`config.mk`:
```
export PLATFORM = sky130hd
export DESIGN_NAME = alu_result_fifo
export DESIGN_NICKNAME = d
export VERILOG_FILES = /design/src/rtl/alu_result_fifo.sv
export SDC_FILE = /design/constraint.sdc
export NUM_CORES = 1
export LEC_CHECK = 0
export CAP_MARGIN = 20
export CORE_UTILIZATION = 45
export DETAILED_ROUTE_END_ITERATION = 6
export HOLD_SLACK_MARGIN = 0.05
export MAX_ROUTING_LAYER = met4
export PLACE_DENSITY_LB_ADDON = 0.15
export SLEW_MARGIN = 30
export SYNTH_ARGS = -nofsm -noshare
export SYNTH_HDL_FRONTEND = slang
export SYNTH_SLANG_ARGS = --single-unit
```
`constraint.sdc`:
```
create_clock -name clk -period 2.7 [get_ports clk]
set_input_delay 0.54 -clock clk [delete_from_list [all_inputs] [get_ports clk]]
set_output_delay 0.54 -clock clk [all_outputs]
set_load 0.005 [all_outputs]
```
`src/rtl/alu_result_fifo.sv`:
```
// alu_result_fifo: registered output stage behind the 16-bit ALU adder.
// Captures {Z, Sign, Zero, Carry, Parity, Overflow} into a small FIFO with a
// valid/ready handshake on both sides. It also keeps sticky overflow/carry
// status and a saturating overflow event counter for software.
module alu_result_fifo #(
  parameter int DEPTH = 4,
  parameter int CNT_W = 8
) (
  input  logic                     clk,
  input  logic                     rst_n,
  input  logic                     in_valid,
  output logic                     in_ready,
  input  logic [15:0]              Z,
  input  logic                     Sign,
  input  logic                     Zero,
  input  logic                     Carry,
  input  logic                     Parity,
  input  logic                     Overflow,
  output logic                     out_valid,
  input  logic                     out_ready,
  output logic [15:0]              out_z,
  output logic [4:0]               out_flags,
  output logic [$clog2(DEPTH):0]   level,
  input  logic                     sticky_clr,
  output logic                     ovf_sticky,
  output logic                     carry_sticky,
  output logic [CNT_W-1:0]         ovf_cnt
);

  localparam int PTR_W = $clog2(DEPTH);
  localparam int LVL_W = PTR_W + 1;
  localparam logic [LVL_W-1:0] FULL_LVL = LVL_W'(DEPTH);

  // Counter increment that sticks at all-ones instead of wrapping.
  function automatic logic [CNT_W-1:0] sat_inc(input logic [CNT_W-1:0] v,
                                               input logic              inc);
    logic [CNT_W-1:0] r;
    r = v;
    if (inc && (v != {CNT_W{1'b1}})) begin
      r = v + 1'b1;
    end
    return r;
  endfunction

  logic [20:0]      mem_q [DEPTH];
  logic [PTR_W-1:0] wr_ptr_q, wr_ptr_d;
  logic [PTR_W-1:0] rd_ptr_q, rd_ptr_d;
  logic [LVL_W-1:0] level_q, level_d;
  logic             ovf_sticky_q, ovf_sticky_d;
  logic             carry_sticky_q, carry_sticky_d;
  logic [CNT_W-1:0] ovf_cnt_q, ovf_cnt_d;

  logic             full, empty, push, pop;
  logic [20:0]      head;

  // Full/empty come from registered level only, so in_ready never depends on
  // out_ready and out_valid never depends on in_valid.
  assign full      = (level_q == FULL_LVL);
  assign empty     = (level_q == '0);
  assign in_ready  = ~full;
  assign out_valid = ~empty;
  assign push      = in_valid & in_ready;
  assign pop       = out_valid & out_ready;

  assign head      = mem_q[rd_ptr_q];
  assign out_z     = head[20:5];
  assign out_flags = head[4:0];
  assign level     = level_q;

  assign ovf_sticky   = ovf_sticky_q;
  assign carry_sticky = carry_sticky_q;
  assign ovf_cnt      = ovf_cnt_q;

  // Next-state for pointers, occupancy and the status block.
  always_comb begin
    wr_ptr_d       = wr_ptr_q;
    rd_ptr_d       = rd_ptr_q;
    level_d        = level_q;
    ovf_sticky_d   = ovf_sticky_q;
    carry_sticky_d = carry_sticky_q;
    ovf_cnt_d      = ovf_cnt_q;

    if (push) begin
      wr_ptr_d = wr_ptr_q + 1'b1;
    end
    if (pop) begin
      rd_ptr_d = rd_ptr_q + 1'b1;
    end
    if (push && !pop) begin
      level_d = level_q + 1'b1;
    end else if (pop && !push) begin
      level_d = level_q - 1'b1;
    end

    // A clear wins over the update from an entry accepted in the same cycle.
    if (sticky_clr) begin
      ovf_sticky_d   = 1'b0;
      carry_sticky_d = 1'b0;
      ovf_cnt_d      = '0;
    end else if (push) begin
      ovf_sticky_d   = ovf_sticky_q | Overflow;
      carry_sticky_d = carry_sticky_q | Carry;
      ovf_cnt_d      = sat_inc(ovf_cnt_q, Overflow);
    end
  end

  // Control state: async reset empties the FIFO and clears status.
  always_ff @(posedge clk or negedge rst_n) begin
    if (!rst_n) begin
      wr_ptr_q       <= '0;
      rd_ptr_q       <= '0;
      level_q        <= '0;
      ovf_sticky_q   <= 1'b0;
      carry_sticky_q <= 1'b0;
      ovf_cnt_q      <= '0;
    end else begin
      wr_ptr_q       <= wr_ptr_d;
      rd_ptr_q       <= rd_ptr_d;
      level_q        <= level_d;
      ovf_sticky_q   <= ovf_sticky_d;
      carry_sticky_q <= carry_sticky_d;
      ovf_cnt_q      <= ovf_cnt_d;
    end
  end

  // Entry storage: written verbatim on push, never reset.
  always_ff @(posedge clk) begin
    if (push) begin
      mem_q[wr_ptr_q] <= {Z, Sign, Zero, Carry, Parity, Overflow};
    end
  end

endmodule

```
==> impl_metrics.yaml <==
synth:
  synthesis.nets: 229
  synth_compound_area_share_pct: 2.74
  syn-cell-area_um2: 3930
  ys_dominant_reg_cell: "sky130_fd_sc_hd__edfxtp_1"
  synth_top_family_by_area: "multiplexers"
  netlist_top_cells_area: "sky130_fd_sc_hd__edfxtp_1 64%, sky130_fd_sc_hd__mux4_2 12%, sky130_fd_sc_hd__dfrtp_1 11%"
  edff_count_synth: 84
  synth_area_per_cell_um2: 20.1
  yosys_synthesis_warning_count: 0
  yosys.area.top_type_share_pct: 64.1
  synth_largest_area_cell: "sky130_fd_sc_hd__edfxtp_1"
  synth_seq_cells: 101
  synth_common_cells: "84 x sky130_fd_sc_hd__edfxtp_1, 21 x sky130_fd_sc_hd__mux4_2, 17 x sky130_fd_sc_hd__dfrtp_1"
  synth_cell_types: 28
  yosysMostFrequentCell: "sky130_fd_sc_hd__edfxtp_1"
  synth_cells: 196
  synth_fa_ha_area_share_pct: 2.42
  yosys-mux-area-fraction_pct: 12.6
  synth_simple_gate_area_share_pct: 4.04
  synth.yosys.seq_area_share_pct: 74.9
  synthArstFlopShare_pct: 16.8
  synth_xor_area_share_pct: 1.56
clocking:
  h-tree-depth: 3
  holdBufCountCts: 0
  clock-root-buffer: "sky130_fd_sc_hd__clkbuf_8"
  worst_setup_hold_path_clk_slew_ns: 0.09
  cts.sink_count: 101
  clk_path_buf_depth: 2
  cts_repair_resize_count: 0
  postCtsSetupBuffers: 0
  cts_tree: "yes"
  worst_skew_pair_later_pin_latency_ns: 0.35
  tritoncts_buffers: 9
timing:
  slew_violations: 0
  max_slew_margin_pct: 74.2
  final_setup_violation_count: 0
  worst_hold_slack_ns: 0.509
  setup_skew_ns: 0.00965
  finalHoldViolCount: 0
  rsz_0062_raised_after_global_routing: "no"
  min_period_over_period_pct: 93.7
  max_slew.worst_pin.slew_ns: 0.385
  timing.fmax_ghz: 0.395
  period_minus_slack_ns: 2.53
  setup_total_negative_slack_ns: 0
placed_design:
  hpwl_um: 4060
  io_buffers: 61
  final_estimated_routing_congestion_in_global_placement: 0.758
  dp.cells: 361
floorplan:
  die-height_um: 95.5
  core.rowCount: 33
  initial_utilization_pct: 47.2
  core_region_area_um2: 8340
  io_pins: 62
  die_width_um: 95.5
  fp.dieArea_um2: 9120
final_layout:
  insertedDiodeCount: 0
  final_layout_size_suffix_gt1_share_pct: 16.2
  final_nets: 300
  syn_to_final_growth_pct: 23.7
  finish.utilization_pct: 58.3
  post_layout_instance_count_excluding_filler_cells: 376
route:
  route.antenna.remaining_nets: 0
  dr.first_iter.drc_count: 79
  postRouteWirelength_um: 6630
  detailedRoute.firstPassIterationCount: 6
  drcViolationCount: 0
  total_via_count_after_detailed_routing: 1978
  vias_per_cell: 5.26
  wire_per_inst_um: 17.6
worst_setup_path:
  worstRegToRegCells: 6
  timing.rr.start: "level[1]"
  cp_required_ns: 2.16
  cp_max_fo: 21
  timing_worst_setup_path_type: "reg -> out"
  worstPathArrival_ns: 1.99
  reg2reg_slack_ns: 0.43
  critPathCaptureType: "output port"
  rr_endpoint: "level[1]"
  worst_setup_path_start_kind: "flip-flop"
worst_hold_path:
  timing.hold.worst.class: "in -> async"
job:
  max_cap_viols: 0
grt:
  first_pass_grt_wire_length_um: 10500
  grt_overflow_total: 0
  number_of_antenna_violations_at_the_first_check_in_global_routing: 0
  first_global_vias: 2062
  grt_use_total_pct: 16.6
  pin_count_of_the_biggest_net_entering_global_routing: 22
power_and_ir_drop:
  total_leakage_power_uw: 0.00168
  power.ir.vdd_worst_uv: 541
  power_density_nw_per_um2: 937
run_status:
  run_status: "completed"
==> power by group <==
group | switching [µW] | total [µW] | leakage [µW] | internal (µW)
clock network | 468 | 793 | 0.0000788 | 325
registers | 125 | 2150 | 0.000988 | 2030
logic | 646 | 1610 | 0.000615 | 965
total | 1240 | 4560 | 0.00168 | 3320
==> worst max-delay path: stages, from the launching register on <==
cell and delay [ns]:
sky130_fd_sc_hd__dfrtp_2 0.42, sky130_fd_sc_hd__buf_12 0.22, sky130_fd_sc_hd__mux4_2 0.54, sky130_fd_sc_hd__clkdlybuf4s50_1 0.46
==> layout make-up <==
type | count | area, µm²
Timing Repair Buffer | 69 | 696
Sequential cell | 101 | 2950
Inverter | 4 | 15.0
Tap cell | 105 | 131
Fill cell | 646 | 3480
Clock buffer | 10 | 128
Multi-Input combinational cell | 82 | 917
Clock inverter | 5 | 28.8
==> cells by family (layout without fill, tap and decap cells) <==
kind of cell             after synthesis  count (layout)
AO/OA/AOI/OAI                         16              16
XOR/XNOR                               7               7
adder cells (fa/ha/maj)                7               7
buffers and inverters                 13              88
flip-flops                           101             101
multiplexers                          23              23
AND/OR/NAND/NOR                       29              29
==> metrics by stage <==
stage          total power, µW  instance area (µm²)  setup WS (ns)
5_1_grt                   4820                 4860         0.0668
6_report                  4560                 4860          0.169
4_1_cts                   4630                 4860          0.124
2_1_floorplan             3010                 3930          0.432
3_3_place_gp              3820                 4710          0.390
3_5_place_dp              3840                 4710          0.332
==> cell usage in the layout (no fill, tap or decap), drive strengths merged, types with 3 or more instances in the layout <==
| cell type | instances |
|---|---|
| nand2 | 4 |
| o21ai | 4 |
| and3 | 4 |
| edfxtp | 84 |
| clkdlybuf4s50 | 61 |
| clkinv | 5 |
| clkbuf | 10 |
| a21oi | 8 |
| nor2 | 5 |
| mux4 | 21 |
| or4 | 3 |
| o31ai | 3 |
| nand3 | 5 |
| ha | 6 |
| xnor2 | 4 |
| dfrtp | 17 |
| buf | 8 |
| inv | 4 |
| xor2 | 3 |
| or3 | 4 |
==> routing by layer <==
| metal | part of all wire, % | vias to the layer above | GRT usage (%) |
|---|---|---|---|
| li1 | - | 923 | - |
| met1 | 46 | 1002 | 21.8 |
| met2 | 49 | 48 | 25.1 |
| met3 | 4.4 | 5 | 3.99 |
| met4 | 0.81 | 0 | 6.34 |
| met5 | 0 | - | - |
==> flip-flops by register name, summed over array words and instances, names as in the netlist <==
signal,count
carry_sticky,1
wr_ptr_q,2
level,3
ovf_sticky,1
mem_q,84
rd_ptr_q,2
ovf_cnt,8
==> worst max-delay path by stage <==
stage	start	endpoint	slack [ns]	cells past startpoint
after CTS	rd_ptr_q[0]	out_flags[2]	0.12	3
after global routing	rd_ptr_q[0]	out_flags[0]	0.07	3
after detailed placement	in_valid	level[2]	0.33	8
after floorplan	level[1]	level[1]	0.43	8
after global placement	in_valid	level[2]	0.39	8
final	rd_ptr_q[0]	out_flags[2]	0.17	3
Note: power is estimated with default switching activity, not from simulation.
